$ cat config.mk
export PLATFORM = sky130hd
export DESIGN_NAME = smiley_slot_timer
export DESIGN_NICKNAME = d
export VERILOG_FILES = /design/src/rtl/smiley_slot_timer.sv
export SDC_FILE = /design/constraint.sdc
export NUM_CORES = 1
export LEC_CHECK = 0
export CAP_MARGIN = 5
export CORE_ASPECT_RATIO = 1.25
export CORE_UTILIZATION = 45
export CTS_CLUSTER_SIZE = 40
export DETAILED_ROUTE_END_ITERATION = 8
export HOLD_SLACK_MARGIN = 0.15
export PLACE_DENSITY = 0.75
export SYNTH_ARGS = -nofsm -noshare
export SYNTH_HDL_FRONTEND = slang
export SYNTH_SLANG_ARGS = --single-unit
$ cat constraint.sdc
create_clock -name clk -period 1.69 [get_ports clk]
set_input_delay 0.169 -clock clk [delete_from_list [all_inputs] [get_ports clk]]
set_output_delay 0.169 -clock clk [all_outputs]
set_load 0.02 [all_outputs]
$ cat src/rtl/smiley_slot_timer.sv
// Slot index and intra-slot timer for the smiley pattern checker.
// Ports:
//   clk, rst_n  - clock, asynchronous active-low reset
//   load        - restart at slot 0, timer 1 (lock edge)
//   step        - consume one sample: advance slot when the dwell is used up,
//                 otherwise bump the timer; neither load nor step holds both
//   slot        - current slot index 0..15
//   at_dwell    - timer has reached DWELL, the next sample belongs to slot+1
module smiley_slot_timer #(
    parameter int unsigned DWELL = 16384,
    localparam int unsigned TW   = $clog2(DWELL + 1)
) (
    input  logic       clk,
    input  logic       rst_n,
    input  logic       load,
    input  logic       step,
    output logic [3:0] slot,
    output logic       at_dwell
);

    logic [3:0]    slot_q, slot_d;
    logic [TW-1:0] timer_q, timer_d;

    assign at_dwell = (timer_q == TW'(DWELL));

    always_comb begin
        slot_d  = slot_q;
        timer_d = timer_q;
        if (load) begin
            slot_d  = 4'd0;
            timer_d = TW'(1);
        end else if (step) begin
            if (at_dwell) begin
                slot_d  = slot_q + 4'd1;
                timer_d = TW'(1);
            end else begin
                timer_d = timer_q + TW'(1);
            end
        end
    end

    always_ff @(posedge clk or negedge rst_n) begin
        if (!rst_n) begin
            slot_q  <= '0;
            timer_q <= '0;
        end else begin
            slot_q  <= slot_d;
            timer_q <= timer_d;
        end
    end

    assign slot = slot_q;

endmodule

==> impl_metrics.json, run 1 <==
{
  "status": "finished clean",
  "port_buffers": 8,
  "die_h_um": 58.0,
  "crit_cells": 5,
  "grt-ovfl-total": 0,
  "antenna_found_initial": 0,
  "antennaDiodeCount": 0,
  "critPathBufInv": 2,
  "synth_area_um2": 1130,
  "clock_latency_ns": 0.30,
  "path_class": "reg -> out",
  "finalCritPeriodShare_pct": 97.3,
  "peakVddDrop_v": 0.000513,
  "final-instance-count-excl-fill": 170,
  "synth_seq_cells": 19,
  "r2r.worst_path.cells": 7,
  "hold_viol": 0,
  "path_cells": "inv_1 > ha_1 > and4bb_1 > and4_1 > buf_6",
  "crit_required_ns": 1.52,
  "drt-total-wl_mm": 2.45,
  "setup_viol": 0,
  "p_sw_w": 0.000203,
  "crit_slowest_cell": "dfrtp_1",
  "syn_to_final_growth_pct": 27.7,
  "synthXorXnorAreaFrac_pct": 10.9,
  "skew_ns": 0.00273,
  "synth_top_family_by_area": "simple AND/OR/NAND/NOR gates",
  "synth_cells": 108,
  "cts_tree": "built",
  "syn_avg_cell_area_um2": 10.4,
  "postLayoutCoreUtil_pct": 63.1,
  "p_sw_share_pct": 25.5,
  "drt.antenna.violating_nets": 0,
  "max-slew-margin-rel_pct": 75.1,
  "fp-row-count": 19,
  "drc": 0,
  "async_flop_share_pct": 100,
  "vias_per_cell": 5.35,
  "total_power_w": 0.000796,
  "p_int_w": 0.000592,
  "dieArea_um2": 2710,
  "synth_fp_nets": 115,
  "cts_buffers": 3,
  "dieWidth_um": 46.8,
  "drive_gt1_share_pct": 32.4,
  "startpoint_type": "register",
  "synth.most_common_cell": "dfrtp_1",
  "start_util_pct": 49.4,
  "grt_max_degree": 20,
  "cp_max_fo": 2,
  "synth-compound-area-share_pct": 4.11,
  "synthTopCellsByCount": "dfrtp_1, xnor2_1, nor3_2",
  "fmax_ghz": 0.608,
  "yosys.area_share.simple_pct": 33.6,
  "wl_per_cell_um": 14.4,
  "arrival_ns": 1.48,
  "synth_top_area_share_pct": 42.2,
  "cts_sinks": 19,
  "p_clk_share_pct": 30.1,
  "p_comb_share_pct": 11.4,
  "path_clk_slew_ns": 0.11,
  "drtIter0Drc": 20,
  "timing.final.crit_period_ns": 1.64,
  "yosysTopAreaCell": "dfrtp_1",
  "grt_pass1_wl_mm": 4.19,
  "synth_area_leaders": "dfrtp_1, xnor2_1, nor3_2",
  "vias": 909,
  "dp_hpwl_mm": 1.76,
  "rsz0062_at_grt": "true",
  "power_density_nw_per_um2": 552,
  "fin_area_um2": 1440,
  "gp_congestion": 0.854,
  "crit_family": "simple AND/OR/NAND/NOR gates",
  "root_buffer": "clkbuf_4",
  "nFillCells": 194,
  "slowest_delay_ns": 0.39,
  "end_kind": "output pin",
  "synth_edf_count": 0,
  "core_um2": 2280,
  "h-tree-depth": 1,
  "drt_first_pass_iters": 4,
  "hold_class": "in -> async",
  "ys.flop_type": "dfrtp_1",
  "synthMuxAreaShare_pct": 0.888,
  "p_leak_nw": 0.621,
  "io-pin-count": 9,
  "grt_usage_pct": 21.0,
  "yosysSeqAreaShare_pct": 42.2,
  "detailed_place.area_um2": 1370,
  "yosysUniqueCellTypes": 33,
  "worst_pin_slew_ns": 0.371,
  "fin_nets": 147,
  "grt_pass1_vias": 982,
  "seq_power_share_pct": 58.5,
  "dp_cells": 164,
  "final_max_slew_viol_count": 0,
  "synth_warnings": 0,
  "cts_buffer_depth": 2,
  "drv_cap": 0,
  "synthAdderAreaFrac_pct": 3.33
}
==> final timing paths <==
| path | from | end | slack [ns] |
|---|---|---|---|
| worst max register to register | timer_q[1]$_DFFE_PN0P_ | timer_q[3]$_DFFE_PN0P_ | 0.08 |
| max in group asynchronous | rst_n | timer_q[0]$_DFFE_PN0P_ | 1.30 |
| worst min-delay path | rst_n | timer_q[9]$_DFFE_PN0P_ | 0.18 |
| min in group clk | timer_q[14]$_DFFE_PN0P_ | timer_q[14]$_DFFE_PN0P_ | 0.57 |
| worst min register to register | timer_q[14]$_DFFE_PN0P_ | timer_q[14]$_DFFE_PN0P_ | 0.57 |
| worst max-delay path | timer_q[1]$_DFFE_PN0P_ | at_dwell | 0.05 |
==> final cells by class <==
cell class / instances / area [um^2] / share of cell area [%]
Tap cell: 31 / 38.8 / 2.69
Timing Repair Buffer: 31 / 254 / 17.6
Sequential cell: 19 / 475 / 33.0
Multi-Input combinational cell: 80 / 627 / 43.5
Inverter: 5 / 18.8 / 1.30
Clock buffer: 4 / 26.3 / 1.82
==> power by group through the flow <==
| stage | clock network (W) | registers [W] | logic (W) |
|---|---|---|---|
| global placement | 0 | 0.000474 | 0.0000858 |
| floorplan | 0 | 0.000477 | 0.0000387 |
| CTS | 0.000245 | 0.000465 | 0.0000889 |
| finish | 0.000240 | 0.000465 | 0.0000911 |
| global route | 0.000265 | 0.000465 | 0.000102 |
| detailed placement | 0 | 0.000474 | 0.0000884 |
==> per-layer routing <==
layer	vias to the layer above	share of wire (%)	wire [um]	track usage (%)
met5	-	0	0	0
met4	0	1.3	33	8.57
met3	4	3.6	88	4.05
met2	20	50	1220	33.5
met1	438	45	1100	27.2
li1	447	-	-	-
==> layout by cell type (no fill, tap or decap), drive strengths merged <==
| cell type | n |
|---|---|
| and4bb | 1 |
| nand4b | 1 |
| ha | 3 |
| nor4 | 5 |
| o211ai | 1 |
| nor3b | 1 |
| nand3 | 4 |
| o21bai | 1 |
| clkbuf | 4 |
| or3 | 1 |
| nand2 | 6 |
| nor2 | 9 |
| xnor2 | 13 |
| o22ai | 1 |
| xor2 | 1 |
| nor2b | 1 |
| nor3 | 18 |
| and4 | 1 |
| a21oi | 2 |
| dfrtp | 19 |
| mux2i | 1 |
| o21ai | 3 |
| inv | 5 |
| and2 | 2 |
| buf | 24 |
| clkdlybuf4s50 | 7 |
| nand4 | 4 |
==> worst reg2reg max path, stage by stage (launching register included) <==
cell	delay, ns
dfrtp_1	0.39
inv_1	0.07
ha_1	0.13
and4bb_1	0.20
and4_1	0.25
buf_4	0.16
and2_4	0.22
nor3_1	0.07
==> stage by stage <==
stage	worst slack [ns]	hold WS (ns)	setup TNS [ns]
3_5_place_dp	-0.0659	0.527	-0.127
3_3_place_gp	-0.0604	0.527	-0.0797
2_1_floorplan	0.0960	-0.127	0
6_report	0.0451	0.183	0
5_1_grt	-0.0169	0.204	-0.0226
4_1_cts	0.00556	0.194	0
==> flip-flops by register name, summed over array words and instances, names as in the netlist <==
name	flops
slot	4
timer_q	15
==> cells by family (layout without fill, tap and decap cells) <==
group                    count (synthesis)  in the layout
AND/OR/NAND/NOR                         53             54
flip-flops                              19             19
XOR/XNOR                                14             14
buffers and inverters                   10             40
AO/OA/AOI/OAI                            8              8
adder cells (fa/ha/maj)                  3              3
multiplexers                             1              1
==> timing repair <==
item / CTS / global route
pin swaps: 0 / 3
cloned: 0 / 1
hold buffers: 0 / 0
resized for setup: 4 / 6
setup buffers: 0 / 1
setup endpoints to repair: 1 / 5
No activity file was read; power rests on OpenSTA's default activity.
==> run 2: changes to the inputs <==
--- a/config.mk
+++ b/config.mk
@@ -8,7 +8,7 @@
 export CAP_MARGIN = 5
 export CORE_ASPECT_RATIO = 1.25
 export CORE_UTILIZATION = 45
-export CTS_CLUSTER_SIZE = 40
+export CTS_CLUSTER_SIZE = 20
 export DETAILED_ROUTE_END_ITERATION = 8
 export HOLD_SLACK_MARGIN = 0.15
 export PLACE_DENSITY = 0.75
==> results of run 2 <==
No change in the layout: final DEF, timing and power equal those of run 1.
==> run 3: changes to the inputs <==
--- a/config.mk
+++ b/config.mk
@@ -10,8 +10,9 @@
 export CORE_UTILIZATION = 45
 export CTS_CLUSTER_SIZE = 20
 export DETAILED_ROUTE_END_ITERATION = 8
+export GPL_TIMING_DRIVEN = 1
 export HOLD_SLACK_MARGIN = 0.15
-export PLACE_DENSITY = 0.75
+export PLACE_DENSITY = 0.66
 export SYNTH_ARGS = -nofsm -noshare
 export SYNTH_HDL_FRONTEND = slang
 export SYNTH_SLANG_ARGS = --single-unit
==> run 3 against run 2 <==
Power rose by 0.22%. Die area is the same. Flip-flop and latch count unchanged. Register-to-register slack is essentially flat. Count of clock-buffer cells in the layout stayed put. Routed wire length grew 0.90%. Final area increased by 0.17%. Clock skew grew 0.0064 ns. Sequential share of layout area down 0.057 points. Clock power hardly changed. Sequential power barely moved. Setup slack lost 0.010 ns. Critical endpoint unchanged.
==> impl_metrics.json, run 3 (synthesis gave the netlist of run 1 again) <==
{
  "drtIter0Drc": 6,
  "grt_pass1_wl_mm": 4.28,
  "grt_pass1_vias": 994,
  "layout_commonest_cell": "buf_4",
  "antenna_found_initial": 0,
  "crit_required_ns": 1.52,
  "end_kind": "output pin",
  "grt_usage_pct": 22.0,
  "drt_first_pass_iters": 4,
  "dieWidth_um": 46.8,
  "drc": 0,
  "finalCritPeriodShare_pct": 97.9,
  "cts_tree": "built",
  "final_max_slew_viol_count": 0,
  "grt-ovfl-total": 0,
  "wl_per_cell_um": 14.5,
  "hold_buffers": 0,
  "nFillCells": 218,
  "start_util_pct": 49.4,
  "vias_per_cell": 5.29,
  "fin_ws_ns": 0.0348,
  "largest_register": "timer_q",
  "io-pin-count": 9,
  "cts_sinks": 19,
  "path_class": "reg -> out",
  "preCtsSetupSlack_ns": -0.109,
  "antennaDiodeCount": 0,
  "cp_max_fo": 2,
  "max-slew-margin-rel_pct": 77.0,
  "fmax_ghz": 0.604,
  "startpoint_type": "register",
  "post-cts-setup-buffer-count": 0,
  "detailed_place.area_um2": 1390,
  "fp-row-count": 19,
  "cts_buffers": 3,
  "fin_area_um2": 1440,
  "die_h_um": 58.0,
  "skew_ns": 0.00913,
  "grt_max_degree": 20,
  "setup-tns-final_ns": 0,
  "h-tree-depth": 1,
  "core_um2": 2280,
  "hold_class": "in -> async",
  "timing.final.crit_period_ns": 1.66,
  "dieArea_um2": 2710,
  "drv_cap": 0,
  "cts_buffer_depth": 2,
  "clock_latency_ns": 0.31,
  "syn_to_final_growth_pct": 28.0,
  "drt-total-wl_mm": 2.47,
  "worst_pin_slew_ns": 0.342,
  "setup_viol": 0,
  "fin_nets": 148,
  "arrival_ns": 1.49,
  "power_density_nw_per_um2": 553,
  "mostFrequentLayoutCells": "buf_4, dfrtp_1, xnor2_1, nor3_2, nor2_1",
  "gp_congestion": 0.853,
  "ff2ff_setup_slack_ns": 0.08,
  "hold_viol": 0,
  "drt.antenna.violating_nets": 0,
  "peakVddDrop_v": 0.000443,
  "vias": 904,
  "p_leak_nw": 0.618,
  "drive_gt1_share_pct": 36.4,
  "rsz0062_at_grt": "true",
  "dp_hpwl_mm": 1.78,
  "root_buffer": "clkbuf_4",
  "status": "finished clean",
  "port_buffers": 8,
  "path_clk_slew_ns": 0.11,
  "largest_reg_flops": 15
}
==> run 3: changes by cell type in the layout (fill, tap and decap cells not counted), sizes merged <==
cell	delta
buf	+1
==> run 3: final timing paths <==
path,startpoint,to,depth (start not counted)
worst max-delay path,timer_q[1]$_DFFE_PN0P_,at_dwell,5
worst min-delay path,rst_n,timer_q[2]$_DFFE_PN0P_,2
worst max register to register,timer_q[6]$_DFFE_PN0P_,timer_q[11]$_DFFE_PN0P_,5
worst min register to register,timer_q[14]$_DFFE_PN0P_,timer_q[14]$_DFFE_PN0P_,2
max in group asynchronous,rst_n,slot[1]$_DFFE_PN0P_,2
min in group clk,timer_q[14]$_DFFE_PN0P_,timer_q[14]$_DFFE_PN0P_,2
==> run 3: worst max-delay path, cell delays in order (launching register included) <==
cell      delay (ns)
dfrtp_1         0.40
inv_2           0.06
ha_1            0.13
and4bb_1        0.22
and4_4          0.25
buf_6           0.12
==> run 3: final cells by class <==
class	count	area (um^2)	share of cell area (%)
inverter	5	18.8	1.30
timing repair buffer	32	262	18.1
sequential	19	475	33.0
tap	31	38.8	2.69
multi-input combinational	80	622	43.1
clock buffer	4	26.3	1.82
==> run 3: repair_timing <==
item	4_1_cts	5_1_grt
endpoints found under the setup margin	1	15
gates cloned	0	1
resized for setup	6	7
pin swaps	0	2
==> run 3: metal layers <==
layer  track usage (%)  share of wire, %  vias up  wire length (um)
li1                  -                 -      444                 -
met1              27.0                45      442              1100
met2              36.9                51       14              1270
met3              3.12               2.7        4                66
met4              10.2               1.4        0                34
met5                 0                 0        -                 0
==> run 3: through the flow <==
step / instances / power, W / hold slack, ns / util [%]
4_1_cts: 170 / 0.000803 / 0.202 / 62.0
3_5_place_dp: 166 / 0.000564 / 0.527 / 60.9
5_1_grt: 171 / 0.000825 / 0.225 / 63.2
3_3_place_gp: 166 / 0.000563 / 0.530 / 60.9
2_1_floorplan: 108 / 0.000516 / -0.127 / -
6_report: 171 / 0.000797 / 0.186 / 63.2
==> run 3: report_power, final <==
group          leakage (nW)  switching, W  internal, W
Sequential            0.260    0.00000723     0.000461
Combinational         0.343     0.0000484    0.0000406
Clock                0.0150      0.000148    0.0000921
Total                 0.618      0.000204     0.000593
